File: src/rtl/stream_demux_if.sv
// Stream demux bundle: one valid/ready input stream, n_cell output channels,
// plus the round-robin pointer and accepted-beat counter status outputs.
interface stream_demux_if #(
  parameter int switch_bits = 1,
  parameter int data_width  = 8,
  parameter int count_width = 16
);
  localparam int n_cell = 1 << switch_bits;

  logic                         in_valid;
  logic                         in_ready;
  logic [switch_bits-1:0]       in_sel;
  logic [data_width-1:0]        in_data;
  logic                         rr_en;
  logic [n_cell-1:0]            out_valid;
  logic [n_cell-1:0]            out_ready;
  logic [n_cell*data_width-1:0] out_data;
  logic [switch_bits-1:0]       rr_ptr;
  logic [count_width-1:0]       beat_count;

  // Producer / consumer side (drives the input stream and the channel readies).
  modport master (
    output in_valid, in_sel, in_data, rr_en, out_ready,
    input  in_ready, out_valid, out_data, rr_ptr, beat_count
  );

  // Demux side.
  modport slave (
    input  in_valid, in_sel, in_data, rr_en, out_ready,
    output in_ready, out_valid, out_data, rr_ptr, beat_count
  );
endinterface

File: src/rtl/stream_demux.sv
// 1-to-n stream demultiplexer. Each channel owns a one-entry output register,
// so a beat appears on its channel one cycle after acceptance and each channel
// back-pressures independently. Destination is in_sel or a strict round-robin
// pointer that never skips a busy channel.
module stream_demux #(
  parameter int switch_bits = 1,
  parameter int data_width  = 8,
  parameter int count_width = 16
) (
  input  logic           clk,
  input  logic           rst_n,
  stream_demux_if.slave  bus
);
  localparam int n_cell = 1 << switch_bits;

  logic [switch_bits-1:0]       dest;
  logic                         in_ready;
  logic                         accept;
  logic [switch_bits-1:0]       rr_ptr_reg;
  logic [switch_bits-1:0]       rr_ptr_next;
  logic [count_width-1:0]       beat_count_reg;
  logic [count_width-1:0]       beat_count_next;
  logic [n_cell-1:0]            out_valid_flat;
  logic [n_cell*data_width-1:0] out_data_flat;

  // Destination select and ready: ready looks only at the destination
  // channel's slot (empty, or draining this cycle), never at in_valid.
  always_comb begin
    dest     = bus.rr_en ? rr_ptr_reg : bus.in_sel;
    in_ready = !out_valid_flat[dest] || bus.out_ready[dest];
    accept   = bus.in_valid && in_ready;
  end

  for (genvar gi = 0; gi < n_cell; gi++) begin : g_chan
    logic                  wr;
    logic                  valid_reg;
    logic                  valid_next;
    logic [data_width-1:0] data_reg;
    logic [data_width-1:0] data_next;

    assign wr = accept && (dest == switch_bits'(gi));

    // Slot update: a write wins over a drain so a draining slot refills in
    // the same cycle; data is only touched on a write so it holds otherwise.
    always_comb begin
      valid_next = valid_reg;
      data_next  = data_reg;
      if (wr) begin
        valid_next = 1'b1;
        data_next  = bus.in_data;
      end else if (valid_reg && bus.out_ready[gi]) begin
        valid_next = 1'b0;
      end
    end

    // Channel slot register; reset discards any buffered beat.
    always_ff @(posedge clk or negedge rst_n) begin
      if (!rst_n) begin
        valid_reg <= 1'b0;
        data_reg  <= '0;
      end else begin
        valid_reg <= valid_next;
        data_reg  <= data_next;
      end
    end

    assign out_valid_flat[gi]                            = valid_reg;
    assign out_data_flat[gi*data_width +: data_width]    = data_reg;
  end

  // Pointer advances only on an accepted rr beat (natural wrap at n_cell);
  // the beat counter advances on every accept and wraps modulo its width.
  always_comb begin
    rr_ptr_next     = rr_ptr_reg;
    beat_count_next = beat_count_reg;
    if (accept) begin
      beat_count_next = beat_count_reg + 1'b1;
      if (bus.rr_en) begin
        rr_ptr_next = rr_ptr_reg + 1'b1;
      end
    end
  end

  // Pointer and counter state.
  always_ff @(posedge clk or negedge rst_n) begin
    if (!rst_n) begin
      rr_ptr_reg     <= '0;
      beat_count_reg <= '0;
    end else begin
      rr_ptr_reg     <= rr_ptr_next;
      beat_count_reg <= beat_count_next;
    end
  end

  assign bus.in_ready   = in_ready;
  assign bus.out_valid  = out_valid_flat;
  assign bus.out_data   = out_data_flat;
  assign bus.rr_ptr     = rr_ptr_reg;
  assign bus.beat_count = beat_count_reg;
endmodule

File: src/flat_wrapper.sv
// flat-port wrapper written by rule: the top's interface ports become plain ports
module stream_demux_flat 
#(
  parameter int switch_bits = 1,
  parameter int data_width  = 8,
  parameter int count_width = 16
)
  (clk, rst_n, bus_in_valid, bus_in_sel, bus_in_data, bus_rr_en, bus_out_ready, bus_in_ready, bus_out_valid, bus_out_data, bus_rr_ptr, bus_beat_count);
  stream_demux_if #(.switch_bits(switch_bits), .data_width(data_width), .count_width(count_width)) bus_i ();
  input  logic clk;
  input  logic rst_n;
  input wire logic [$bits(bus_i.in_valid)-1:0] bus_in_valid;
  input wire logic [$bits(bus_i.in_sel)-1:0] bus_in_sel;
  input wire logic [$bits(bus_i.in_data)-1:0] bus_in_data;
  input wire logic [$bits(bus_i.rr_en)-1:0] bus_rr_en;
  input wire logic [$bits(bus_i.out_ready)-1:0] bus_out_ready;
  output wire logic [$bits(bus_i.in_ready)-1:0] bus_in_ready;
  output wire logic [$bits(bus_i.out_valid)-1:0] bus_out_valid;
  output wire logic [$bits(bus_i.out_data)-1:0] bus_out_data;
  output wire logic [$bits(bus_i.rr_ptr)-1:0] bus_rr_ptr;
  output wire logic [$bits(bus_i.beat_count)-1:0] bus_beat_count;
  assign bus_i.in_valid = bus_in_valid;
  assign bus_i.in_sel = bus_in_sel;
  assign bus_i.in_data = bus_in_data;
  assign bus_i.rr_en = bus_rr_en;
  assign bus_i.out_ready = bus_out_ready;
  assign bus_in_ready = bus_i.in_ready;
  assign bus_out_valid = bus_i.out_valid;
  assign bus_out_data = bus_i.out_data;
  assign bus_rr_ptr = bus_i.rr_ptr;
  assign bus_beat_count = bus_i.beat_count;
  stream_demux #(.switch_bits(switch_bits), .data_width(data_width), .count_width(count_width)) u_core (.clk(clk), .rst_n(rst_n), .bus(bus_i));
endmodule
File: config.mk
export PLATFORM = sky130hd
export DESIGN_NAME = stream_demux_flat
export DESIGN_NICKNAME = d
export VERILOG_FILES = /design/src/rtl/stream_demux_if.sv /design/src/rtl/stream_demux.sv /design/src/flat_wrapper.sv
export SDC_FILE = /design/constraint.sdc
export NUM_CORES = 1
export LEC_CHECK = 0
export CORE_MARGIN = 5
export CORE_UTILIZATION = 41
export CTS_CLUSTER_SIZE = 14
export DETAILED_ROUTE_END_ITERATION = 16
export PLACE_DENSITY = 0.76
export SYNTH_ARGS = -nofsm -noshare
export SYNTH_HDL_FRONTEND = slang
export SYNTH_SLANG_ARGS = --single-unit
File: constraint.sdc
create_clock -name clk -period 1.4 [get_ports clk]
set_input_delay 0.28 -clock clk [delete_from_list [all_inputs] [get_ports clk]]
set_output_delay 0.28 -clock clk [all_outputs]
set_load 0.02 [all_outputs]
==> metrics.txt <==
sw frac 38.4%; Power, Total 5.17 mW; initial drt markers 36; Synth Register Bits 35; Final Hold Fails 0; Routed WL 4430 um; die width 72.9 um; PnR worst setup slack -0.213 ns; gp weighted congestion 0.817; max layer used met4; # diodes 0; flop2flop setup slack -0.15 ns; Mapped Area 0.00162 mm^2; Total GRT Usage 18.3%; initial antenna violation count 0; Slew Limit Headroom 69.1%; post-synth top area cell dfrtp_1; Initial DRT Pass Iterations 5; Clock Path Buffers 2; adder-cell area share of the yosys netlist 0.770%; NetSw 1.99 mW; xor and xnor fraction of the mapped netlist area 8.63%; count leader, synth dfrtp_1; M1 WL 1850 um; Worst R2R End u_core.bus.beat_count[12]$_DFFE_PN0N_; Final Critical Period 1.61 ns; DRC viols 0; status complete, but fails checks; dominant combinational cell family by area after synthesis multiplexers; number of flops mapped to enable cells by yosys 0; RR Startpoint u_core.bus.rr_ptr$_DFFE_PN0P_; Setup violations, final 34; largest net degree at the start of global routing 19; power per cell area 1930 mW/mm^2; DR vias 1263; top cells by count, synth dfrtp_1 (35), mux2_2 (18), xor2_1 (16); DR WL/cell 17.9 um; combinational share of power 47.8%; ys async rst share 100%; Worst Tran Pin Value 0.464 ns; startpoint types flop; die height 72.9 um; HP Class input port to async pin; maximum vdd drop 1160 uV; fin crit share 115%; Pins Over Slew Limit 0; failing checks negative setup slack; instance count of the mapped netlist 117; Num Clock Sinks 35; CP required 1.12 ns; routed length on met2 2260 um; post-synthesis simple-gate area fraction 9.71%; Max FO, Critical Path 2; Skew-Pair Late Insertion Delay 0.29 ns; Inst Count DP 231; syn_nets 133; Highest Clock Rate 620 MHz; Layout Nets 214; number of global-route vias before repair 1414; hpwl dp 2930 um; Leak 1.21 nW; compound-gate portion of the synthesized area 10.3%; share of the synthesized area in the top cell type 53.9%; row count 22; Netlist cell types 24; Top FF cell, synth dfrtp_1; RSZ-0062 raised after global routing true; first-pass GRT wire length 7280 um; Clk Tree Root Cell clkbuf_8; fraction of synthesized area in multiplexers 13.3%; Clock Power Share 18.4%; P&R area growth vs syn 64.5%; Mapped Avg Cell Area 13.9 um^2; layout cells sized above 1 44.7%; Seq/Total Area, Yosys 53.9%; Max Cap Viol 0; Critical Path AT 1.33 ns; Die ar. 0.00532 mm^2; Final Non-Filler Cells 247; Clk pin slew, worst setup/hold paths 0.07 ns; met3 WL 264 um; Seq pwr share 33.8%; ranking of synthesized cells by area dfrtp_1 (54%), mux2_2 (12%), xor2_1 (8.6%), a211oi_2 (3.9%), a2111oi_4 (3.4%); Setup CP Type flop to output port; CTS H-tree lvls 2; Clock Skew 0.00783 ns; CP endpoint kind output port; Via density 5.11; r2r worst-path depth 6; CTS buffer count 5; Initial Util 43.4%; Yosys Warn Count 0; grt ovf 0; IO Pins 51; core footprint 0.00374 mm^2; internal power 3.18 mW; antenna viol nets, final 0; CTS tree built; number of port buffers 50
==> layout by cell type (no fill, tap or decap), types with 2 or more instances in the layout <==
cell,instances
a2111oi_4,2
a211oi_2,6
a21boi_2,2
a21oi_2,2
a21oi_4,2
buf_12,2
buf_2,2
buf_4,9
buf_6,18
clkbuf_8,6
clkdlybuf4s15_1,4
clkdlybuf4s50_1,10
dfrtp_1,29
dfrtp_2,6
dlygate4sd2_1,32
mux2_2,8
mux2_4,10
nand2_1,5
nand3_1,6
nand3_4,2
nand3b_4,2
nand4_1,3
xor2_1,16
==> how the worst max path moves through the flow <==
stage | startpoint | end | slack (ns) | depth (start not counted)
after floorplan | u_core.bus.rr_ptr$_DFFE_PN0P_ | u_core.g_chan[1].data_reg[2]$_DFFE_PN0P_ | -0.07 | 4
after global placement | bus_rr_en | bus_in_ready | -0.83 | 4
after detailed placement | bus_rr_en | bus_in_ready | -0.85 | 4
after CTS | u_core.bus.rr_ptr$_DFFE_PN0P_ | bus_in_ready | -0.23 | 3
after global routing | u_core.bus.rr_ptr$_DFFE_PN0P_ | bus_in_ready | -0.25 | 3
final | u_core.bus.rr_ptr$_DFFE_PN0P_ | bus_in_ready | -0.21 | 3
==> area by class of cell <==
class	count	area, um^2
clock buffers	6	82.6
fillers	287	1070
repair buffers	79	756
multi-input cells	77	855
flip-flops and latches	35	883
clock inverters	2	35.0
well taps	48	60.1
==> per-layer routing <==
metal / global-route usage (%) / vias to the layer above
li1: - / 584
met5: 0 / -
met1: 22.2 / 635
met3: 6.20 / 6
met2: 31.3 / 38
met4: 4.30 / 0
==> per-stage QoR <==
step / area, um^2 / worst slack (ns) / util [%] / hold WS [ns] / setup TNS, ns
2_1_floorplan: 1680 / -0.0670 / - / -0.0156 / -0.532
3_3_place_gp: 2380 / -0.827 / 63.5 / 0.242 / -22.15
3_5_place_dp: 2380 / -0.849 / 63.5 / 0.245 / -23.60
4_1_cts: 2620 / -0.228 / 69.9 / 0.466 / -2.99
5_1_grt: 2670 / -0.254 / 71.4 / 0.504 / -5.13
6_report: 2670 / -0.213 / 71.4 / 0.462 / -3.38
==> worst max-delay path: stages, from the launching register on <==
cell,delay [ns]
dfrtp_2,0.42
mux2i_4,0.17
mux2_4,0.32
buf_6,0.13
==> cells by family (layout without fill, tap and decap cells) <==
group           after synthesis  after routing
compound gates               15             15
xor+xnor                     16             16
fa+ha+maj                     1              1
buf+inv                       7             87
flops                        35             35
mux                          19             19
simple gates                 24             26
==> timing repair <==
action                                  4_1_cts  5_1_grt
endpoints found under the setup margin       71       39
gates resized for setup                      73       15
cloned                                        2        0
setup buffers                                 3        2
hold endpoints to repair                     17        0
pin swaps                                     9       11
hold buffers                                  1        0
==> power by group through the flow <==
stage | clock [mW] | combinational [mW] | sequential [mW]
floorplan | 0 | 0.814 | 2.19
global route | 1.02 | 2.62 | 1.82
CTS | 0.975 | 2.43 | 1.74
finish | 0.950 | 2.47 | 1.75
detailed placement | 0 | 2.50 | 1.76
global placement | 0 | 2.45 | 1.73
Power figures use the tool's default switching activity.
